$ cat src/rtl/sonic_pkg.sv
// Shared types and constants for the ultrasonic trig/echo link.
package sonic_pkg;

  localparam int CNT_W     = 22;  // wide enough for the longest timed state (38 ms)
  localparam int DIST_W    = 9;   // 0..511 cm
  localparam int US_PER_CM = 58;  // round-trip time per cm, also used by sonic_top

  typedef enum logic [2:0] {
    IDLE,
    TRIG_HI,
    BURST,
    ECHO,
    HOLDOFF
  } sonic_state_t;

  // Echo-high width for a distance; out-of-range (0 or > max_cm) reports no target.
  function automatic logic [CNT_W-1:0] echo_width(
    input logic [DIST_W-1:0] cm,
    input int                cyc_per_cm,
    input int                max_cm,
    input int                timeout_cyc
  );
    logic [CNT_W-1:0] w;
    if (cm != '0 && int'(cm) <= max_cm) w = CNT_W'(int'(cm) * cyc_per_cm);
    else                                w = CNT_W'(timeout_cyc);
    return w;
  endfunction

endpackage

$ cat src/rtl/sync_2ff.sv
// Generic 1-bit two-flop synchroniser with asynchronous active-low reset.
module sync_2ff (
  input  logic clk,
  input  logic rst,
  input  logic d,
  output logic q
);

  logic meta_reg;
  logic sync_reg;

  // Two back-to-back flops give the first stage a full cycle to settle.
  always_ff @(posedge clk or negedge rst) begin
    if (!rst) begin
      meta_reg <= 1'b0;
      sync_reg <= 1'b0;
    end else begin
      meta_reg <= d;
      sync_reg <= meta_reg;
    end
  end

  assign q = sync_reg;

endmodule

$ cat src/rtl/sonic_echo_emulator.sv
// HC-SR04 stand-in: answers a valid Trig pulse with an Echo pulse whose
// width encodes the programmed distance.
module sonic_echo_emulator
  import sonic_pkg::*;
#(
  parameter int CLK_HZ       = 100_000_000,
  parameter int TRIG_MIN_CYC = 1000,
  parameter int BURST_CYC    = 20000,
  parameter int CYC_PER_CM   = US_PER_CM * (CLK_HZ / 1_000_000),
  parameter int MAX_CM       = 400,
  parameter int TIMEOUT_CYC  = 3_800_000,
  parameter int HOLDOFF_CYC  = 1_000_000
) (
  input  logic              clk,
  input  logic              rst,
  input  logic              trig,
  input  logic [DIST_W-1:0] distance_cm,
  output logic              echo,
  output logic              busy,
  output logic              trig_err
);

  logic             trig_s;
  logic             trig_prev_reg;
  sonic_state_t     state_reg, state_next;
  logic [CNT_W-1:0] cnt_reg, cnt_next;
  logic [CNT_W-1:0] width_reg, width_next;
  logic             echo_reg, echo_next;
  logic             trig_err_reg, trig_err_next;

  logic trig_rise;
  logic trig_fall;
  logic cnt_last;
  logic long_enough;

  sync_2ff u_trig_sync (
    .clk (clk),
    .rst (rst),
    .d   (trig),
    .q   (trig_s)
  );

  assign trig_rise   = trig_s & ~trig_prev_reg;
  assign trig_fall   = ~trig_s & trig_prev_reg;
  assign cnt_last    = (cnt_reg == CNT_W'(1));
  assign long_enough = (cnt_reg >= CNT_W'(TRIG_MIN_CYC));

  // State, shared counter, latched width and registered outputs.
  always_ff @(posedge clk or negedge rst) begin
    if (!rst) begin
      state_reg     <= IDLE;
      cnt_reg       <= '0;
      width_reg     <= '0;
      trig_prev_reg <= 1'b0;
      echo_reg      <= 1'b0;
      trig_err_reg  <= 1'b0;
    end else begin
      state_reg     <= state_next;
      cnt_reg       <= cnt_next;
      width_reg     <= width_next;
      trig_prev_reg <= trig_s;
      echo_reg      <= echo_next;
      trig_err_reg  <= trig_err_next;
    end
  end

  // Next state plus counter/width updates; timed states count down to 1.
  always_comb begin
    state_next = state_reg;
    cnt_next   = cnt_reg;
    width_next = width_reg;
    case (state_reg)
      IDLE: begin
        // Edge-only acceptance: a Trig still high from HOLDOFF must fall first.
        if (trig_rise) begin
          state_next = TRIG_HI;
          cnt_next   = CNT_W'(1);
        end
      end
      TRIG_HI: begin
        if (trig_fall) begin
          if (long_enough) begin
            state_next = BURST;
            cnt_next   = CNT_W'(BURST_CYC);
            width_next = echo_width(distance_cm, CYC_PER_CM, MAX_CM, TIMEOUT_CYC);
          end else begin
            state_next = IDLE;
            cnt_next   = '0;
          end
        end else if (!long_enough) begin
          cnt_next = cnt_reg + CNT_W'(1);
        end
      end
      BURST: begin
        if (cnt_last) begin
          state_next = ECHO;
          cnt_next   = width_reg;
        end else begin
          cnt_next = cnt_reg - CNT_W'(1);
        end
      end
      ECHO: begin
        if (cnt_last) begin
          state_next = HOLDOFF;
          cnt_next   = CNT_W'(HOLDOFF_CYC);
        end else begin
          cnt_next = cnt_reg - CNT_W'(1);
        end
      end
      HOLDOFF: begin
        if (cnt_last) begin
          state_next = IDLE;
          cnt_next   = '0;
        end else begin
          cnt_next = cnt_reg - CNT_W'(1);
        end
      end
      default: begin
        state_next = IDLE;
        cnt_next   = '0;
      end
    endcase
  end

  // Outputs: echo/trig_err are precomputed from the next state so they leave a flop.
  always_comb begin
    echo_next     = (state_next == ECHO);
    trig_err_next = (state_reg == TRIG_HI) && trig_fall && !long_enough;
    busy          = (state_reg != IDLE);
  end

  assign echo     = echo_reg;
  assign trig_err = trig_err_reg;

endmodule
$ cat config.mk
export PLATFORM = sky130hd
export DESIGN_NAME = sonic_echo_emulator
export DESIGN_NICKNAME = d
export VERILOG_FILES = /design/src/rtl/sonic_pkg.sv /design/src/rtl/sync_2ff.sv /design/src/rtl/sonic_echo_emulator.sv
export SDC_FILE = /design/constraint.sdc
export NUM_CORES = 1
export LEC_CHECK = 0
export BUFFER_PORTS_ARGS = -buffer_cell sky130_fd_sc_hd__buf_4
export CAP_MARGIN = 0
export CORE_ASPECT_RATIO = 0.5
export CORE_MARGIN = 1.5
export CORE_UTILIZATION = 25
export CTS_CLUSTER_DIAMETER = 120
export DETAILED_ROUTE_END_ITERATION = 16
export GPL_TIMING_DRIVEN = 0
export PLACE_DENSITY = 0.4
export SLEW_MARGIN = 20
export SYNTH_ARGS = -nofsm -noshare
export SYNTH_HDL_FRONTEND = slang
export SYNTH_SLANG_ARGS = --single-unit
$ cat constraint.sdc
create_clock -name clk -period 4.2 [get_ports clk]
set_input_delay 0.84 -clock clk [delete_from_list [all_inputs] [get_ports clk]]
set_output_delay 0.84 -clock clk [all_outputs]
set_load 0.01 [all_outputs]
==> results, run 1 <==
- The clock slew at the register clock pins of the worst setup and hold paths is 0.07 ns.
- The power density of the placed cells is 405.9 nW/um2.
- For met2 alone, demand over resource in global routing was 0.2242.
- The count of cells along the worst register-to-register path is 8.
- The pin count of the biggest net entering global routing is 50.
- The number of distinct library cells after synthesis is 62.
- The via count of the first global-routing pass is 3744.
- The run finished with clean final reports.
- The standby leakage power is 2.483 nW.
- The number of placed instances, taps included, is 790.
- In the synthesized netlist the dominant register cell turns out to be sky130_fd_sc_hd__dfrtp_1.
- The critical path startpoint category is a primary input.
- For this run, the total global-route usage over all layers was measured as 0.1375.
- Of the total synthesized cell area, the portion taken by XOR and XNOR cells is 0.04311.
- TritonCTS created 5 clock buffers.
- For this run, design rule violations remaining after detail routing come to 0.
- The startpoint identified for the worst register-to-register timing path is cnt_reg[12]$_DFFE_PN0P_.
- The number of warning messages in the yosys log is 0.
- The die covers 19570 um2.
- Across all layers, the routed design uses 3746 vias.
- The largest family of logic cells by synthesized area is adder cells.
- From left edge to right edge, the die measures 196.4 um.
- The setup TNS is 0 ns.
- A synthesized cell averages 8.719 um2.
- Across the VDD grid, the largest voltage drop is 0.1552 mV.
- The part of the cycle the worst path needs is 0.9679.
- The fraction of layout instances using a drive strength above 1 is 0.1168.
- The maximum buffer depth of the clock tree is 2.
- The number of cells on the worst hold path is 0.
- The post-layout total power is 2.193 mW.
- The adder-cell share of the synthesized area is 0.2458.
- The sequential share of the synthesized area is 0.2624.
- The region available for standard cell placement spans 18350 um2.
- The path class of the tightest hold or removal check is register to register.
- The total count of max-transition violations in the final report was 0.
- Synthesis produced 536 cells.
- The worst setup path is captured at a register.
- In the routed layout, each cell is associated on average with a via count of 4.653.
- Across all setup checks in the final design, the least slack found is 0.1346 ns.
- The share of synthesized area in the top cell type comes to 0.2624.
- Setup slack on the worst reg-to-reg path comes out at 1.22 ns.
- The reg-to-reg endpoint is cnt_reg[10]$_DFFE_PN0P_.
- The worst endpoint required time is 4.38 ns.
- The synthesized-area fraction occupied by ao, oa, aoi and oai cells is 0.1906.
- The row count is 35.
- The final number of hold-violating endpoints came to 0.
- The number of nets produced by synthesis is 626.
- The count of antenna-violating nets left after detailed routing is 0.
- Once placement finished, the instance area stood at 5094 um2.
- Dividing the detail-routed wire length by the instance count gives 15.79 um.
- The cell type with the highest aggregate area in the netlist is sky130_fd_sc_hd__dfrtp_1.
- The number of detailed-route iterations in the first pass is 4.
- The number of levels in the clock H-tree is 2.
- Setup violations remaining at the end of the flow were counted as 0.
- Max-cap violations in this run came to 0.
- The global-route layer with the greatest usage is met2.
- The register with the most flip-flops in the layout has 22 of them.
- Synthesis inferred 49 register bits.
- The number of antenna violations at the first check in global routing was 0.
- The CTS tree is done.
- The buffer cell driving the clock tree root is sky130_fd_sc_hd__clkbuf_16.
- Along the worst path, the maximum fanout reaches 5.
- The worst hold path terminates at u_trig_sync.q$_DFF_PN0_.
- In this run the vertical extent of the chip is 99.68 um.
- The clock arrives with 0.008587 ns of skew.
- Sorting the synthesized cells by area gives the leading types as sky130_fd_sc_hd__dfrtp_1, sky130_fd_sc_hd__ha_1, sky130_fd_sc_hd__fa_1, sky130_fd_sc_hd__inv_1, sky130_fd_sc_hd__o21ai_0.
- For the worst-skew pair, the clock arrives at the later sink with an insertion delay of 0.30 ns.
- The data arrival time of the worst path is 4.25 ns.
- The met3 track demand over resource in global routing is 0.01526.
- The count of port buffers added during placement is 14.
- Of the post-synthesis cell area, the part taken by muxes is 0.002142.
- The transition time at the pin with the least slew margin is 0.6923 ns.
- After global routing the overflow that remains totals 0.
- For met1 alone, demand over resource in global routing was 0.1990.
- The number of nets in the layout is 654.
- The effective utilization at floorplan is 0.2547.
- The number of filler instances in the final layout is 1971.
- The first-pass GRT wire length is 20.99 mm.
- After detailed routing, the total wire length is 12.71 mm.
- The worst slack after detailed placement is -0.6243 ns.
- The remaining max-slew budget at the tightest pin is 0.5346.
- The iteration-0 DRC count of the detailed router is 212.
- The final estimated routing congestion in global placement is 0.8288.
- The post-route minimum period is 4.065 ns.
- The number of top-level design ports is 15.
- The finished layout cell area is 5401 um2.
- The total standard cell area after synthesis is 4673 um2.
- Relative to the synthesized area, the layout overhead comes to 15.58%.
- The HPWL reported at the end of detailed placement is 10.02 mm.
- The number of sinks driven by the clock tree is 49.
- For this design, the CTS-stage hold fixing added 0 buffers.
- The simple logic cell fraction of the synthesized area is 0.1727.
- The worst hold path begins at u_trig_sync.meta_reg$_DFF_PN0_.
- The achievable clock frequency is 246.0 MHz.
- The startpoint-to-endpoint class of the critical path is primary input to register.
- The utilization of the core after routing is 0.2944.
- The repair_antennas step left the layout with diodes totalling 0.
- Across all hold checks on the routed design, the worst slack comes to 0.3505 ns.
- The count of cells in the finished layout, fillers not included, comes to 805.
- The synthesized design contains 0 enable-type register cells.
- The async set-reset flop share out of synthesis is 1.000.
[repair_timing]
| action | CTS | global route |
|---|---|---|
| buffers inserted | 2 | 5 |
| resized for setup | 8 | 15 |
| pin swaps | 3 | 13 |
| setup endpoints to repair | 8 | 9 |
[worst max path at each step]
stage / from / endpoint / depth (start not counted)
3_3_place_gp: distance_cm[3] / width_reg[21]$_DFFE_PN0P_ / 16
2_1_floorplan: distance_cm[5] / width_reg[20]$_DFFE_PN0P_ / 15
3_5_place_dp: distance_cm[3] / width_reg[17]$_DFFE_PN0P_ / 16
5_1_grt: distance_cm[1] / width_reg[17]$_DFFE_PN0P_ / 16
4_1_cts: distance_cm[1] / width_reg[17]$_DFFE_PN0P_ / 16
6_report: distance_cm[1] / width_reg[17]$_DFFE_PN0P_ / 16
[cell type report]
| class | instances | area [um2] | share of cell area |
|---|---|---|---|
| Clock inverter | 2 | 17.52 | 0.003243 |
| Timing Repair Buffer | 21 | 161.4 | 0.02988 |
| Inverter | 72 | 270.3 | 0.05003 |
| Sequential cell | 49 | 1226 | 0.2270 |
| Buffer | 28 | 118.9 | 0.02201 |
| Clock buffer | 6 | 138.9 | 0.02571 |
| Tap cell | 240 | 300.3 | 0.05559 |
| Multi-Input combinational cell | 387 | 3168 | 0.5865 |
[cell usage in the layout (no fill, tap or decap), types with 6 or more instances in the layout]
master	count
sky130_fd_sc_hd__nor2_1	42
sky130_fd_sc_hd__a21oi_1	18
sky130_fd_sc_hd__nor4_1	6
sky130_fd_sc_hd__o22a_1	7
sky130_fd_sc_hd__nand4_1	9
sky130_fd_sc_hd__clkbuf_1	22
sky130_fd_sc_hd__nand2_1	42
sky130_fd_sc_hd__fa_1	23
sky130_fd_sc_hd__ha_1	50
sky130_fd_sc_hd__xor2_1	12
sky130_fd_sc_hd__xnor2_1	11
sky130_fd_sc_hd__inv_2	7
sky130_fd_sc_hd__nand3_1	12
sky130_fd_sc_hd__nor2b_1	7
sky130_fd_sc_hd__o21ai_0	29
sky130_fd_sc_hd__dfrtp_1	49
sky130_fd_sc_hd__buf_4	20
sky130_fd_sc_hd__inv_1	65
sky130_fd_sc_hd__nor3_1	13
[power breakdown]
| part | leakage (nW) | internal (mW) | total, mW | switching (mW) |
|---|---|---|---|---|
| Combinational | 1.81 | 0.532 | 1.24 | 0.708 |
| Clock | 0.0775 | 0.241 | 0.449 | 0.208 |
| Sequential | 0.598 | 0.489 | 0.504 | 0.0147 |
[synthesized netlist by cell type, types with 11 or more instances]
cell,n
sky130_fd_sc_hd__inv_1,72
sky130_fd_sc_hd__ha_1,55
sky130_fd_sc_hd__dfrtp_1,49
sky130_fd_sc_hd__nand2_1,42
sky130_fd_sc_hd__nor2_1,42
sky130_fd_sc_hd__o21ai_0,33
sky130_fd_sc_hd__fa_1,23
sky130_fd_sc_hd__clkbuf_1,22
sky130_fd_sc_hd__a21oi_1,20
sky130_fd_sc_hd__nor3_1,13
sky130_fd_sc_hd__nand3_1,12
sky130_fd_sc_hd__xor2_1,12
sky130_fd_sc_hd__xnor2_1,11
[routing by layer]
metal	routed length, um	part of all wire
met1	6789	0.53
met2	5628	0.44
met3	215	0.017
met5	0	0
met4	77	0.0061
[logic make-up after synthesis]
family	after synthesis
compound gates	123
simple gates	162
buf+inv	100
fa+ha+maj	78
flops	49
xor+xnor	23
mux	1
[critical path: stages]
cell	delay [ns]
sky130_fd_sc_hd__buf_4	0.14
sky130_fd_sc_hd__ha_1	0.27
sky130_fd_sc_hd__inv_1	0.05
sky130_fd_sc_hd__fa_1	0.49
sky130_fd_sc_hd__inv_1	0.05
sky130_fd_sc_hd__fa_1	0.47
sky130_fd_sc_hd__inv_1	0.05
sky130_fd_sc_hd__fa_1	0.54
sky130_fd_sc_hd__inv_2	0.05
sky130_fd_sc_hd__ha_4	0.22
sky130_fd_sc_hd__a21o_1	0.18
sky130_fd_sc_hd__a21oi_4	0.20
sky130_fd_sc_hd__a21oi_2	0.09
sky130_fd_sc_hd__o41ai_2	0.33
sky130_fd_sc_hd__xor2_1	0.19
sky130_fd_sc_hd__o21ai_1	0.07
(Power assumes the default switching activity.)
==> run 2, diff against run 1 <==
--- a/config.mk
+++ b/config.mk
@@ -9,11 +9,11 @@
 export CAP_MARGIN = 0
 export CORE_ASPECT_RATIO = 0.5
 export CORE_MARGIN = 1.5
-export CORE_UTILIZATION = 25
-export CTS_CLUSTER_DIAMETER = 120
+export CORE_UTILIZATION = 60
+export CTS_CLUSTER_DIAMETER = 40
 export DETAILED_ROUTE_END_ITERATION = 16
 export GPL_TIMING_DRIVEN = 0
-export PLACE_DENSITY = 0.4
+export PLACE_DENSITY = 0.78
 export SLEW_MARGIN = 20
 export SYNTH_ARGS = -nofsm -noshare
 export SYNTH_HDL_FRONTEND = slang
==> results, run 2 (synthesis gave the netlist of run 1 again) <==
- The number of cells on the worst hold path is 0 (unchanged).
- The achievable clock frequency is 241.4 MHz (was 246.0 MHz).
- The global routing usage summed across all routing layers came to 0.2725 (was 0.1375).
- The startpoint of the worst-slack reg-to-reg timing path is cnt_reg[12]$_DFFE_PN0P_ (unchanged).
- The maximum buffer depth of the clock tree was 2 (unchanged).
- The count of cells along the worst register-to-register path is 8 (unchanged).
- The final estimated routing congestion in global placement is 0.9186 (was 0.8288).
- The class of the tightest hold or removal check is register to register (unchanged).
- The post-route minimum period is 4.143 ns (was 4.065 ns).
- The routed length per placed instance is 16.38 um (was 15.79 um).
- The critical path's slowest cell is sky130_fd_sc_hd__fa_1 (unchanged).
- The critical path startpoint category was a primary input (unchanged).
- The via count is 3922 (was 3746).
- The pin count of the biggest net entering global routing is 50 (unchanged).
- The number of placed cells counting well taps is 646 (was 790).
- The count of antenna-violating nets left after detailed routing came to 0 (unchanged).
- The clock slew at the register clock pins of the worst setup and hold paths was 0.07 ns (about the same).
- The peak fanout along the critical path is 5 (unchanged).
- The final instance count without filler cells came to 657 (was 805).
- The first-pass GRT wire length is 17.95 mm (was 20.99 mm).
- The final number of hold-violating endpoints is 0 (unchanged).
- Commonest non-fill, non-tap cells in the layout: sky130_fd_sc_hd__inv_1, sky130_fd_sc_hd__ha_1, sky130_fd_sc_hd__dfrtp_1, sky130_fd_sc_hd__nor2_1, sky130_fd_sc_hd__nand2_1 (unchanged).
- The final count of negative-setup-slack endpoints came to 0 (unchanged).
- The number of levels in the clock H-tree is 2 (unchanged).
- The data arrival time of the worst path came to 4.32 ns (was 4.25 ns).
- The remaining max-slew budget at the tightest pin is 0.4563 (was 0.5346).
- The detailed-route wire length was 10.76 mm (was 12.71 mm).
- The switching power as a share of total power is 0.4078 (was 0.4243).
- The iteration-0 DRC count of the detailed router is 370 (was 212).
- The number of antenna violations at the first check in global routing is 0 (unchanged).
- The buffer cell driving the clock tree root is sky130_fd_sc_hd__clkbuf_16 (unchanged).
- The number of detailed-route iterations in the first pass is 4 (unchanged).
- The number of nets in the layout is 651 (was 654).
- The total CTS buffers is 5 (unchanged).
- By instance count, the cell type seen most on the critical path is sky130_fd_sc_hd__inv_1.
- The startpoint-to-endpoint class of the critical path was primary input to register (unchanged).
- The reported net switching power is 0.8834 mW (was 0.9303 mW).
- The row count is 22 (was 35).
- The mean number of vias per cell was 5.970 (was 4.653).
- The hold-critical path endpoint is u_trig_sync.q$_DFF_PN0_ (unchanged).
- The via count of the first global-routing pass is 3741 (was 3744).
- The worst clock skew is 0.003395 ns (was 0.008587 ns).
- The flip-flop count of the largest register, all copies and words added was 22 (unchanged).
- The standby leakage power is 2.467 nW (was 2.483 nW).
- The power density of the placed cells is 418.0 nW/um2 (was 405.9 nW/um2).
- The number of sinks driven by the clock tree is 49 (unchanged).
- The utilization of the core after routing came to 0.6973 (was 0.2944).
- The total count of max-transition violations in the final report is 0 (unchanged).
- The HPWL reported at the end of detailed placement is 7.925 mm (was 10.02 mm).
- The reg-to-reg endpoint is cnt_reg[10]$_DFFE_PN0P_ (unchanged).
- The reg2reg setup slack was 1.28 ns (was 1.22 ns).
- The max-capacitance violation count is 0 (unchanged).
- The part of the cycle the worst path needs is 0.9863 (was 0.9679).
- The effective utilization at floorplan was 0.6288 (was 0.2547).
- The aggregate global routing overflow is 0 (unchanged).
- The sequential cell fraction of total power is 0.232 (was 0.230).
- The setup TNS is 0 ns (unchanged).
- The number of filler instances in the final layout is 600 (was 1971).
- The CTS tree is done (unchanged).
- The area enclosed by the die boundary is 8359 um2 (was 19570 um2).
- The largest voltage drop on the vdd net was 0.1870 mV (was 0.1552 mV).
- The die boundary width is 127.8 um (was 196.4 um).
- The proportion of power drawn by the clock network is 0.212 (was 0.205).
- The worst endpoint required time is 4.37 ns (was 4.38 ns).
- The count of port buffers added during placement came to 14 (unchanged).
- The fraction of layout instances using a drive strength above 1 is 0.1052 (was 0.1168).
- The area added between synthesis and finish came to 10.90% (was 15.58%).
- The transition time at the pin with the least slew margin is 0.8082 ns (was 0.6923 ns).
- The later-pin clock latency in the skew report came to 0.29 ns (was 0.30 ns).
- The share of power burned in combinational logic is 0.556 (was 0.565).
- The maximum cell stage delay along the critical path is 0.53 ns (was 0.54 ns).
- The critical hold path startpoint was u_trig_sync.meta_reg$_DFF_PN0_ (unchanged).
- The number of antenna diodes is 0 (unchanged).
- The commonest non-fill, non-tap cell in the layout is sky130_fd_sc_hd__inv_1 (unchanged).
- The number of top-level design ports came to 15 (unchanged).
- The DRC violation count after routing came to 0 (unchanged).
- The placeable core area is 7432 um2 (was 18350 um2).
- The die span in y is 65.41 um (was 99.68 um).
- The kind of end point of the critical path is a register (unchanged).
- Run status: finished clean (unchanged).
- Ordered list of cells on the worst path: buf_4, ha_1, inv_1, fa_1, inv_1, fa_1, inv_1, fa_1, inv_1, ha_4, a21o_1, a21oi_2, a21oi_2, o41ai_2, xor2_1, o21ai_1 (was buf_4, ha_1, inv_1, fa_1, inv_1, fa_1, inv_1, fa_1, inv_2, ha_4, a21o_1, a21oi_4, a21oi_2, o41ai_2, xor2_1, o21ai_1).
- The cell-internal power is 1.283 mW (was 1.262 mW).
## run 2: power groups by stage
stage               clock network, mW  registers [mW]  logic, mW
floorplan                           0           0.509      0.832
global placement                    0           0.512       1.03
detailed placement                  0           0.513       1.05
CTS                             0.462           0.503       1.09
global route                    0.481           0.506       1.34
finish                          0.458           0.503       1.20
## run 2: critical path: cells and delay by family
family,cells,cell delay [ns]
adder cells (fa/ha/maj),5,2.00
AO/OA/AOI/OAI,5,0.89
buffers and inverters,5,0.36
XOR/XNOR,1,0.21
## run 2: worst max-delay path by stage
stage | from | to | slack [ns] | cells past startpoint
after global routing | distance_cm[1] | width_reg[17]$_DFFE_PN0P_ | -0.02 | 16
after CTS | distance_cm[5] | width_reg[20]$_DFFE_PN0P_ | -0.0003 | 16
final | distance_cm[1] | width_reg[17]$_DFFE_PN0P_ | 0.06 | 16
after global placement | distance_cm[3] | width_reg[17]$_DFFE_PN0P_ | -0.44 | 16
after floorplan | distance_cm[5] | width_reg[20]$_DFFE_PN0P_ | -0.04 | 15
after detailed placement | distance_cm[3] | width_reg[17]$_DFFE_PN0P_ | -0.49 | 16
## run 2: what timing repair did
item | in CTS | in global routing
setup endpoints to repair | 5 | 8
hold buffers | 0 | 0
pin swaps | 1 | 11
gates resized for setup | 5 | 15
setup buffers | 1 | 3
## run 2: final cells by class
cell class / instances / area [um2] / share of cell area
inverters: 72 / 270.3 / 0.05215
plain buffers: 28 / 118.9 / 0.02294
repair buffers: 18 / 138.9 / 0.02680
flip-flops and latches: 49 / 1226 / 0.2366
clock inverters: 2 / 38.79 / 0.007484
clock buffers: 5 / 125.1 / 0.02414
multi-input cells: 387 / 3144 / 0.6067
well taps: 96 / 120.1 / 0.02318
## run 2: metal layers
metal  wire (um)  track usage
met1        5162       0.3858
met5           0            0
met2        4817       0.4516
met4         138      0.07022
met3         644      0.03013
## run 2: stage by stage
stage	worst slack (ns)	cell area [um2]	hold WS [ns]	power, mW
6_report	0.05740	5182	0.3498	2.166
5_1_grt	-0.02468	5182	0.3544	2.324
4_1_cts	-0.0002571	5112	0.3518	2.059
3_5_place_dp	-0.4897	4913	0.3371	1.566
3_3_place_gp	-0.4405	4913	0.3313	1.538
2_1_floorplan	-0.04441	4688	0.3312	1.341
==> run 3, diff against run 2 <==
--- a/config.mk
+++ b/config.mk
@@ -6,14 +6,13 @@
 export NUM_CORES = 1
 export LEC_CHECK = 0
 export BUFFER_PORTS_ARGS = -buffer_cell sky130_fd_sc_hd__buf_4
-export CAP_MARGIN = 0
 export CORE_ASPECT_RATIO = 0.5
 export CORE_MARGIN = 1.5
-export CORE_UTILIZATION = 60
+export CORE_UTILIZATION = 65
 export CTS_CLUSTER_DIAMETER = 40
 export DETAILED_ROUTE_END_ITERATION = 16
 export GPL_TIMING_DRIVEN = 0
-export PLACE_DENSITY = 0.78
+export PLACE_DENSITY = 0.84
 export SLEW_MARGIN = 20
 export SYNTH_ARGS = -nofsm -noshare
 export SYNTH_HDL_FRONTEND = slang
==> results, run 3 (synthesis gave the netlist of run 1 again) <==
- The post-route minimum period is 4.098 ns (was 4.143 ns).
- The area enclosed by the die boundary is 7738 um2 (was 8359 um2).
- The iteration-0 DRC count of the detailed router was 367 (was 370).
- The share of power burned in combinational logic is 0.550 (was 0.556).
- The kind of end point of the critical path was a register (unchanged).
- The worst clock skew is 0.004767 ns (was 0.003395 ns).
- The buffer cell driving the clock tree root was sky130_fd_sc_hd__clkbuf_16 (unchanged).
- The CTS tree is done (unchanged).
- The reg2reg setup slack is 1.33 ns (was 1.28 ns).
- The post-detailed-placement cell area is 4908 um2 (was 4913 um2).
- The remaining max-slew budget at the tightest pin is 0.4816 (was 0.4563).
- The count of cells along the worst register-to-register path is 7 (was 8).
- The number of detailed-route iterations in the first pass came to 5 (was 4).
- The row count was 21 (was 22).
- The final count of negative-setup-slack endpoints is 0 (unchanged).
- The post-layout total power is 2.179 mW (was 2.166 mW).
- The largest voltage drop on the vdd net is 0.2010 mV (was 0.1870 mV).
- The detailed-route wire length is 10.95 mm (was 10.76 mm).
- The number of nets in the layout came to 649 (was 651).
- The commonest non-fill, non-tap cell in the layout is sky130_fd_sc_hd__inv_1 (unchanged).
- The number of antenna diodes is 0 (unchanged).
- The global routing usage summed across all routing layers was 0.3001 (was 0.2725).
- The total count of max-transition violations in the final report came to 0 (unchanged).
- The cell-internal power is 1.290 mW (was 1.283 mW).
- The finished layout cell area is 5181 um2 (was 5182 um2).
- The sequential cell fraction of total power is 0.231 (was 0.232).
- The die span in y is 62.96 um (was 65.41 um).
- The reg-to-reg endpoint is cnt_reg[21]$_DFFE_PN0P_ (was cnt_reg[10]$_DFFE_PN0P_).
- The peak fanout along the critical path is 5 (unchanged).
- The destination of the critical timing path was width_reg[17]$_DFFE_PN0P_ (unchanged).
- The critical path startpoint category is a primary input (unchanged).
- The reported net switching power was 0.8891 mW (was 0.8834 mW).
- The HPWL reported at the end of detailed placement is 8.167 mm (was 7.925 mm).
- The via count is 4058 (was 3922).
- The achievable clock frequency is 244.0 MHz (was 241.4 MHz).
- The placeable core area came to 6805 um2 (was 7432 um2).
- The number of levels in the clock H-tree was 2 (unchanged).
- The clock slew at the register clock pins of the worst setup and hold paths was 0.07 ns (about the same).
- The number of sinks driven by the clock tree is 49 (unchanged).
- The die boundary width is 122.9 um (was 127.8 um).
- The data arrival time of the worst path is 4.27 ns (was 4.32 ns).
- The proportion of power drawn by the clock network is 0.219 (was 0.212).
- The number of antenna violations at the first check in global routing is 0 (unchanged).
- The launching element of the worst setup path is distance_cm[1] (unchanged).
- Run status: finished clean (unchanged).
- The worst endpoint required time is 4.38 ns (was 4.37 ns).
- The final number of hold-violating endpoints came to 0 (unchanged).
- The later-pin clock latency in the skew report was 0.30 ns (was 0.29 ns).
- The final instance count without filler cells is 652 (was 657).
- The flip-flop count of the largest register, all copies and words added is 22 (unchanged).
- The effective utilization at floorplan came to 0.6867 (was 0.6288).
- The setup TNS is 0 ns (unchanged).
- The area added between synthesis and finish is 10.87% (was 10.90%).
- The via count of the first global-routing pass is 3959 (was 3741).
- The standby leakage power is 2.466 nW (was 2.467 nW).
- The final estimated routing congestion in global placement is 0.9237 (was 0.9186).
- The first-pass GRT wire length was 18.40 mm (was 17.95 mm).
- The number of top-level design ports came to 15 (unchanged).
- The routed length per placed instance came to 16.79 um (was 16.38 um).
- The total CTS buffers came to 5 (unchanged).
- The transition time at the pin with the least slew margin is 0.7704 ns (was 0.8082 ns).
- The DRC violation count after routing is 0 (unchanged).
- The part of the cycle the worst path needs is 0.9757 (was 0.9863).
- The number of placed cells counting well taps came to 642 (was 646).
- The count of port buffers added during placement came to 14 (unchanged).
- The power density of the placed cells is 420.6 nW/um2 (was 418.0 nW/um2).
- The mean number of vias per cell came to 6.224 (was 5.970).
- The aggregate global routing overflow is 0 (unchanged).
- The count of hold buffers inserted by post-cts repair is 0 (unchanged).
- The fraction of layout instances using a drive strength above 1 is 0.1000 (was 0.1052).
- The count of antenna-violating nets left after detailed routing is 0 (unchanged).
- The startpoint of the worst-slack reg-to-reg timing path is cnt_reg[16]$_DFFE_PN0P_ (was cnt_reg[12]$_DFFE_PN0P_).
- The max-capacitance violation count is 0 (unchanged).
- The number of filler instances in the final layout was 470 (was 600).
- The startpoint-to-endpoint class of the critical path is primary input to register (unchanged).
- Commonest non-fill, non-tap cells in the layout: sky130_fd_sc_hd__inv_1, sky130_fd_sc_hd__ha_1, sky130_fd_sc_hd__dfrtp_1, sky130_fd_sc_hd__nor2_1, sky130_fd_sc_hd__nand2_1 (unchanged).
- The number of cells on the worst hold path came to 0 (unchanged).
- The maximum buffer depth of the clock tree was 2 (unchanged).
- The pin count of the biggest net entering global routing came to 50 (unchanged).
- The switching power as a share of total power is 0.4080 (was 0.4078).
- The class of the tightest hold or removal check is register to register (unchanged).
- Setup repair after global routing could not meet its margin everywhere.
run 3: layout make-up:
type | instances | area (um2) | area share
Buffer | 28 | 118.9 | 0.02294
Clock buffer | 5 | 125.1 | 0.02415
Clock inverter | 3 | 50.05 | 0.009660
Inverter | 72 | 270.3 | 0.05216
Multi-Input combinational cell | 387 | 3152 | 0.6083
Sequential cell | 49 | 1226 | 0.2367
Tap cell | 92 | 115.1 | 0.02222
Timing Repair Buffer | 16 | 123.9 | 0.02391
run 3: power groups by stage:
stage	Clock [mW]	Combinational (mW)	Sequential, mW
final	0.477	1.20	0.504
after global routing	0.492	1.34	0.506
after CTS	0.478	1.10	0.504
after detailed placement	0	1.05	0.513
after global placement	0	1.02	0.512
after floorplan	0	0.832	0.509
run 3: worst min path at each step:
stage                                         end                      startpoint  slack [ns]
after global routing      u_trig_sync.q$_DFF_PN0_  u_trig_sync.meta_reg$_DFF_PN0_        0.37
after detailed placement  u_trig_sync.q$_DFF_PN0_  u_trig_sync.meta_reg$_DFF_PN0_        0.35
final                     u_trig_sync.q$_DFF_PN0_  u_trig_sync.meta_reg$_DFF_PN0_        0.37
after floorplan           u_trig_sync.q$_DFF_PN0_  u_trig_sync.meta_reg$_DFF_PN0_        0.33
after CTS                 u_trig_sync.q$_DFF_PN0_  u_trig_sync.meta_reg$_DFF_PN0_        0.36
after global placement    u_trig_sync.q$_DFF_PN0_  u_trig_sync.meta_reg$_DFF_PN0_        0.33
run 3: critical path: stages:
cell and delay [ns]:
sky130_fd_sc_hd__buf_4 0.14, sky130_fd_sc_hd__ha_1 0.27, sky130_fd_sc_hd__inv_1 0.05, sky130_fd_sc_hd__fa_1 0.50, sky130_fd_sc_hd__inv_1 0.05, sky130_fd_sc_hd__fa_1 0.47, sky130_fd_sc_hd__inv_1 0.05, sky130_fd_sc_hd__fa_1 0.53
sky130_fd_sc_hd__inv_1 0.07, sky130_fd_sc_hd__ha_4 0.26, sky130_fd_sc_hd__a21o_1 0.18, sky130_fd_sc_hd__a21oi_4 0.17, sky130_fd_sc_hd__a21oi_2 0.09, sky130_fd_sc_hd__o41ai_2 0.34, sky130_fd_sc_hd__xor2_1 0.19, sky130_fd_sc_hd__o21ai_1 0.07
run 3: routing by layer:
metal | track usage | routed length [um]
met4 | 0.09593 | 251
met1 | 0.4087 | 4772
met2 | 0.4910 | 5077
met3 | 0.04836 | 847
met5 | 0 | 0
run 3: timing repair:
| item | 4_1_cts | 5_1_grt |
|---|---|---|
| gates resized for setup | 6 | 13 |
| buffers inserted | 1 | 1 |
| endpoints found under the setup margin | 5 | 6 |
| pin swaps | 2 | 11 |
| hold endpoints to repair | 0 | 0 |
run 3: per-stage QoR:
step,hold slack (ns),util,setup WS [ns]
2_1_floorplan,0.3312,-,-0.04441
3_3_place_gp,0.3314,0.7213,-0.3976
3_5_place_dp,0.3517,0.7213,-0.5106
4_1_cts,0.3635,0.7525,0.008082
5_1_grt,0.3668,0.7614,-0.04055
6_report,0.3654,0.7614,0.1019
